$ cat config.mk
export PLATFORM = sky130hd
export DESIGN_NAME = sync_ptr_cdc
export DESIGN_NICKNAME = d
export VERILOG_FILES = /design/src/rtl/sync_ptr_cdc.sv
export SDC_FILE = /design/constraint.sdc
export NUM_CORES = 1
export LEC_CHECK = 0
export ABC_AREA = 1
export CAP_MARGIN = 20
export CORE_ASPECT_RATIO = 2
export CORE_MARGIN = 10
export CORE_UTILIZATION = 30
export CTS_BUF_LIST = sky130_fd_sc_hd__clkbuf_16
export CTS_CLUSTER_DIAMETER = 30
export CTS_CLUSTER_SIZE = 14
export DETAILED_ROUTE_END_ITERATION = 12
export GPL_TIMING_DRIVEN = 0
export SYNTH_ARGS = -nofsm -noshare
export SYNTH_HDL_FRONTEND = slang
export SYNTH_SLANG_ARGS = --single-unit
$ cat constraint.sdc
create_clock -name rclk -period 2.7 [get_ports rclk]
set_input_delay 0.81 -clock rclk [delete_from_list [all_inputs] [get_ports rclk]]
set_output_delay 0.81 -clock rclk [all_outputs]
set_load 0.1 [all_outputs]
$ cat src/rtl/sync_ptr_cdc.sv
// Multi-channel, multi-stage synchroniser for Gray-coded FIFO pointers entering the rclk domain.
// Each channel also yields a registered binary pointer, a modulo advance delta and an advance pulse.
module sync_ptr_cdc #(
   parameter int PTR_WIDTH   = 8,
   parameter int SYNC_STAGES = 2,
   parameter int CHANNELS    = 1
) (
   input  logic                            rclk,
   input  logic                            rrst,
   input  logic [CHANNELS*PTR_WIDTH-1:0]   w_ptr_gray,
   output logic [CHANNELS*PTR_WIDTH-1:0]   rq_wptr_gray,
   output logic [CHANNELS*PTR_WIDTH-1:0]   rq_wptr_bin,
   output logic [CHANNELS*PTR_WIDTH-1:0]   rq_wptr_delta,
   output logic [CHANNELS-1:0]             rq_wptr_adv
);

   if (SYNC_STAGES < 2 || SYNC_STAGES > 4) begin : g_bad_stages
      $error("sync_ptr_cdc: SYNC_STAGES must be in 2..4");
   end
   if (PTR_WIDTH < 2 || PTR_WIDTH > 32) begin : g_bad_width
      $error("sync_ptr_cdc: PTR_WIDTH must be in 2..32");
   end
   if (CHANNELS < 1 || CHANNELS > 8) begin : g_bad_channels
      $error("sync_ptr_cdc: CHANNELS must be in 1..8");
   end

   for (genvar c = 0; c < CHANNELS; c++) begin : g_ch
      logic [PTR_WIDTH-1:0] sync_q [SYNC_STAGES];
      logic [PTR_WIDTH-1:0] gray_s;
      logic [PTR_WIDTH-1:0] next_bin;
      logic [PTR_WIDTH-1:0] bin_q;
      logic [PTR_WIDTH-1:0] delta_q;
      logic                 adv_q;

      // Plain flop chain: nothing may sit between stages, or metastability settling time is lost.
      always_ff @(posedge rclk or posedge rrst) begin
         if (rrst) begin
            for (int k = 0; k < SYNC_STAGES; k++) begin
               sync_q[k] <= '0;
            end
         end else begin
            sync_q[0] <= w_ptr_gray[c*PTR_WIDTH +: PTR_WIDTH];
            for (int k = 1; k < SYNC_STAGES; k++) begin
               sync_q[k] <= sync_q[k-1];
            end
         end
      end

      assign gray_s = sync_q[SYNC_STAGES-1];

      // Binary bit i is the XOR of all Gray bits at or above i.
      always_comb begin
         next_bin = '0;
         for (int i = 0; i < PTR_WIDTH; i++) begin
            next_bin[i] = ^(gray_s >> i);
         end
      end

      // Unsigned subtraction drops the borrow, so wrap-around needs no special case.
      always_ff @(posedge rclk or posedge rrst) begin
         if (rrst) begin
            bin_q   <= '0;
            delta_q <= '0;
            adv_q   <= 1'b0;
         end else begin
            bin_q   <= next_bin;
            delta_q <= next_bin - bin_q;
            adv_q   <= (next_bin != bin_q);
         end
      end

      assign rq_wptr_gray[c*PTR_WIDTH +: PTR_WIDTH]  = gray_s;
      assign rq_wptr_bin[c*PTR_WIDTH +: PTR_WIDTH]   = bin_q;
      assign rq_wptr_delta[c*PTR_WIDTH +: PTR_WIDTH] = delta_q;
      assign rq_wptr_adv[c]                          = adv_q;
   end

endmodule

# == After elaboration in Yosys (flattened, before gate mapping) ==
# Cells that the tools add are included.
# Widths: inputs -> output; s select.
# classes
n_eq_ne,1
reduce_logical,8
n_addsub,1
# op_table
operator,count
$reduce_xor 8->1,8
$ne 8x8->1,1
$sub 8x8->8,1
# word_totals
register_bits,33
wordCells,15
out_inout_bits,25

# == Longest topological paths before layout ==
# depth
depth_word,2
ltp_mapped,15
ltp_nobuf,15

# == Worst setup path after synthesis ==
# OpenSTA, ideal clock, no wires.
# synth_path
path_type,flip-flop to flip-flop
start,register g_ch[0].bin_q[2] (netlist: rq_wptr_bin[2])
end,register g_ch[0].delta_q[7] (netlist: rq_wptr_delta[7])
synth_period_minus_slack_ns,2.027
slack_ns,0.673
arrival_time_ns,1.909
setup_time_ns,0.118
path_stages_with_launch,8
path_cell_list,dfrtp_1 -> inv_1 -> ha_1 -> or2_2 -> nand3_1 -> nand2_1 -> nand2_1 -> nand2_1
# synth_between
elab_chain_len,1
# synth_rtl
element,line,rtl
from (decl),31,logic [PTR_WIDTH-1:0] bin_q;
from (signal assigned),66,bin_q <= next_bin;
$sub 8x8->8,67,delta_q <= next_bin - bin_q;
to (signal assigned),67,
to (decl),32,logic [PTR_WIDTH-1:0] delta_q;
# No other way between the ends.

# == Worst setup path in the final report ==
# layout_path
start,register g_ch[0].bin_q[1] (netlist: rq_wptr_bin[1])
end,output port rq_wptr_bin[1]
# layout_lines
element,line,rtl
to (decl),12,"output logic [CHANNELS*PTR_WIDTH-1:0] rq_wptr_bin,"
# No word-level cell between the ends.

==> key figures <==
Timing
  – Final setup viols: 0
  – Final Hold Vio Count: 0
  – Sum of negative setup slack: 0 ns
  – Slew margin rel.: 0.345
  – RSZ-0062 raised after global routing: false
  – Clock Skews: about 0.0026 ns
  – F_max: 380 MHz
  – Slew at the pin closest to its max-slew limit: 0.980 ns
  – Final critical-path share of the clock period: 0.976
  – WHS: 0.345 ns
  – Final Critical Period: 2.63 ns
  – Max-slew violations: 0

Yosys
  – Syn Inst Count: 179
  – Seq/Total Area, Yosys: 0.534
  – Yosys warning total: 0
  – Count leader, synth: nand2_1
  – Syn Nets: 197
  – Synth top cells by count: nand2_1, dfrtp_1, inv_1
  – Synthesized cell area: 0.00155 mm^2
  – Mean post-synth cell area: 8.63 um^2
  – Synth top area share: 0.534
  – Synth area leaders: dfrtp_1, nand2_1, inv_1
  – Cell taking the most area after synthesis: dfrtp_1
  – Distinct cell type count after synthesis: 16
  – Post-synth EDFFs: 0
  – Register bit total from synthesis: 33
  – Asr flop ratio synth: 1.00
  – Post-synth top flop: dfrtp_1

Detailed routing
  – Total wire length: approximately 3100 um
  – DRC errors left: 0
  – Routed Antenna Nets: 0
  – Drt initial violations: 8
  – Vias/cell: around 4.3
  – Drt pass-1 iters: 4
  – Avg WL per Cell: ~11 um
  – Routed via count: approximately 1200

Floorplan
  – Die width: 70.8 um
  – Core area: between 0.004 and 0.005 mm^2
  – Initial core utilization: 0.312
  – Num rows: 36
  – Die Height: about 120 um
  – Die ar.: 0.00860 mm^2
  – IO Count: 35

Worst setup path
  – CP Launch Point: rq_wptr_bin[1]
  – Family with the most delay on the worst path: buffers and inverters
  – Worst-path fanout max: 3
  – Crit path cell chain: clkdlybuf4s50_1
  – Worst EP required: 1.89 ns
  – R2R Setup Slk: 0.50 ns
  – CP max-delay cell: clkdlybuf4s50_1
  – Worst R2R Start: rq_wptr_gray[7]
  – Bufs and invs on worst path: 1
  – Crit Path Category: register to output port
  – Startpoint Class: register
  – CP arrival: 1.82 ns
  – Max stage delay on crit path: 1.15 ns
  – Crit. End Element: output port

Power
  – Clock Power Share: 0.255
  – Net Sw Frac: 0.454
  – Maximum VDD drop: 0.644 mV
  – Sequential share of power: 0.290
  – P_int: 1.13 mW
  – Leak Pwr: between 1 and 1.5 nW
  – Logic gate share of total power: 0.455
  – Sw Pwr: 0.940 mW
  – Pwr per Cell Area: between 900 and 1000 mW/mm^2

Clock tree
  – CTS Buffer Depth: 2
  – Clock buffer count from CTS: 5
  – Sink Count: 33
  – CTS tree: yes
  – Clk slew on worst S/H paths: 0.05 ns
  – Htree depth: 2
  – Post-CTS Setup Bufs: 0
  – Number of cells upsized or downsized after cts: 7
  – Clock Tree Root: clkbuf_16
  – Worst-Skew Late Latency: 0.27 ns
  – Post-CTS Hold Buffers: 0

Final layout
  – Post-layout instance area: 0.00212 mm^2
  – Area grow syn2layout: 37.0%
  – Final Core Density: 0.427
  – N_diodes: 0
  – Layout cell share with drive strength beyond 1: 0.0901
  – Nets@finish: 239

Global routing
  – Total gr overflow: 0
  – Pin count of the biggest net entering global routing: 20
  – GRT Total Usage: 0.0807
  – Vias in the first global route: 1283
  – Antenna violations before repair: 0
  – First-pass GRT wire length: 5580 um

Hold path
  – Worst Hold Launch: g_ch[0].sync_q[8]
  – Hold Crit Class: register to register

Flow run
  – MaxCap Viol Count: 0

Outcome
  – Status: finished clean

Placement
  – Final RePlAce weighted congestion: 0.827
  – HPWL Detailed: 2650 um
  – DP Area: 0.00198 mm^2
  – Port bufs: 34
==> placed cells by master, fill, tap and decap left out, drive strengths merged, types with 2 or more instances in the layout <==
| cell type | n |
|---|---|
| nand2 | 72 |
| ha | 7 |
| clkdlybuf4s50 | 26 |
| nand3 | 8 |
| inv | 33 |
| nor2 | 4 |
| xnor2 | 3 |
| buf | 9 |
| nand4 | 3 |
| dlygate4sd2 | 7 |
| a21oi | 2 |
| dfrtp | 33 |
| clkbuf | 5 |
| clkinv | 2 |
| xor2 | 3 |
==> final cells by class <==
type	count	area, um^2
Tap cell	57	71.3
Clock inverter	3	13.8
Buffer	8	60.1
Timing Repair Buffer	35	362
Multi-Input combinational cell	106	539
Fill cell	515	2840
Inverter	32	120
Clock buffer	5	125
Sequential cell	33	826
==> cell families after synthesis <==
kind of cell	after synthesis	synth area share
DFF	33	0.534
adders and majority gates	8	0.0696
xor gates and xnor gates	6	0.0340
buffers and inverters	40	0.117
and+or+nand+nor	89	0.236
AOI/OAI and AO/OA	3	0.00971
==> per-layer routing <==
metal / vias up / part of all wire / global-route usage
met5: - / 0 / 0
met4: 0 / 0.043 / 0.0535
met3: 10 / 0.075 / 0.0360
met2: 34 / 0.57 / 0.153
met1: 549 / 0.31 / 0.0620
li1: 616 / - / -
==> metrics by stage <==
stage	instances	worst slack, ns	power (mW)
6_report	279	0.0661	2.07
5_1_grt	279	0.0185	2.18
4_1_cts	279	0.00332	2.10
3_5_place_dp	271	0.188	1.57
3_3_place_gp	270	0.187	1.55
2_1_floorplan	179	0.673	1.34
==> state kept, by name (all words and copies together), names as in the netlist <==
| name | cells |
|---|---|
| g_ch.sync_q | 8 |
| rq_wptr_delta | 8 |
| rq_wptr_gray | 8 |
| rq_wptr_bin | 8 |
| rq_wptr_adv | 1 |
==> power groups by stage <==
| stage | Sequential [mW] | Clock, mW | Combinational (mW) |
|---|---|---|---|
| 2_1_floorplan | 1.08 | 0 | 0.262 |
| 3_3_place_gp | 0.607 | 0 | 0.943 |
| 3_5_place_dp | 0.611 | 0 | 0.959 |
| 4_1_cts | 0.603 | 0.546 | 0.955 |
| 5_1_grt | 0.611 | 0.567 | 1.01 |
| 6_report | 0.601 | 0.527 | 0.943 |
==> final timing paths <==
path                                 endpoint  cells past startpoint
setup / recovery               rq_wptr_bin[1]                      1
setup reg to reg             rq_wptr_delta[7]                     14
max in group asynchronous  g_ch[0].sync_q[11]                      3
hold reg to reg               rq_wptr_gray[0]                      0
hold / removal                rq_wptr_gray[0]                      0
min in group asynchronous   g_ch[0].sync_q[9]                      2
Note: power is estimated with default switching activity, not from simulation.
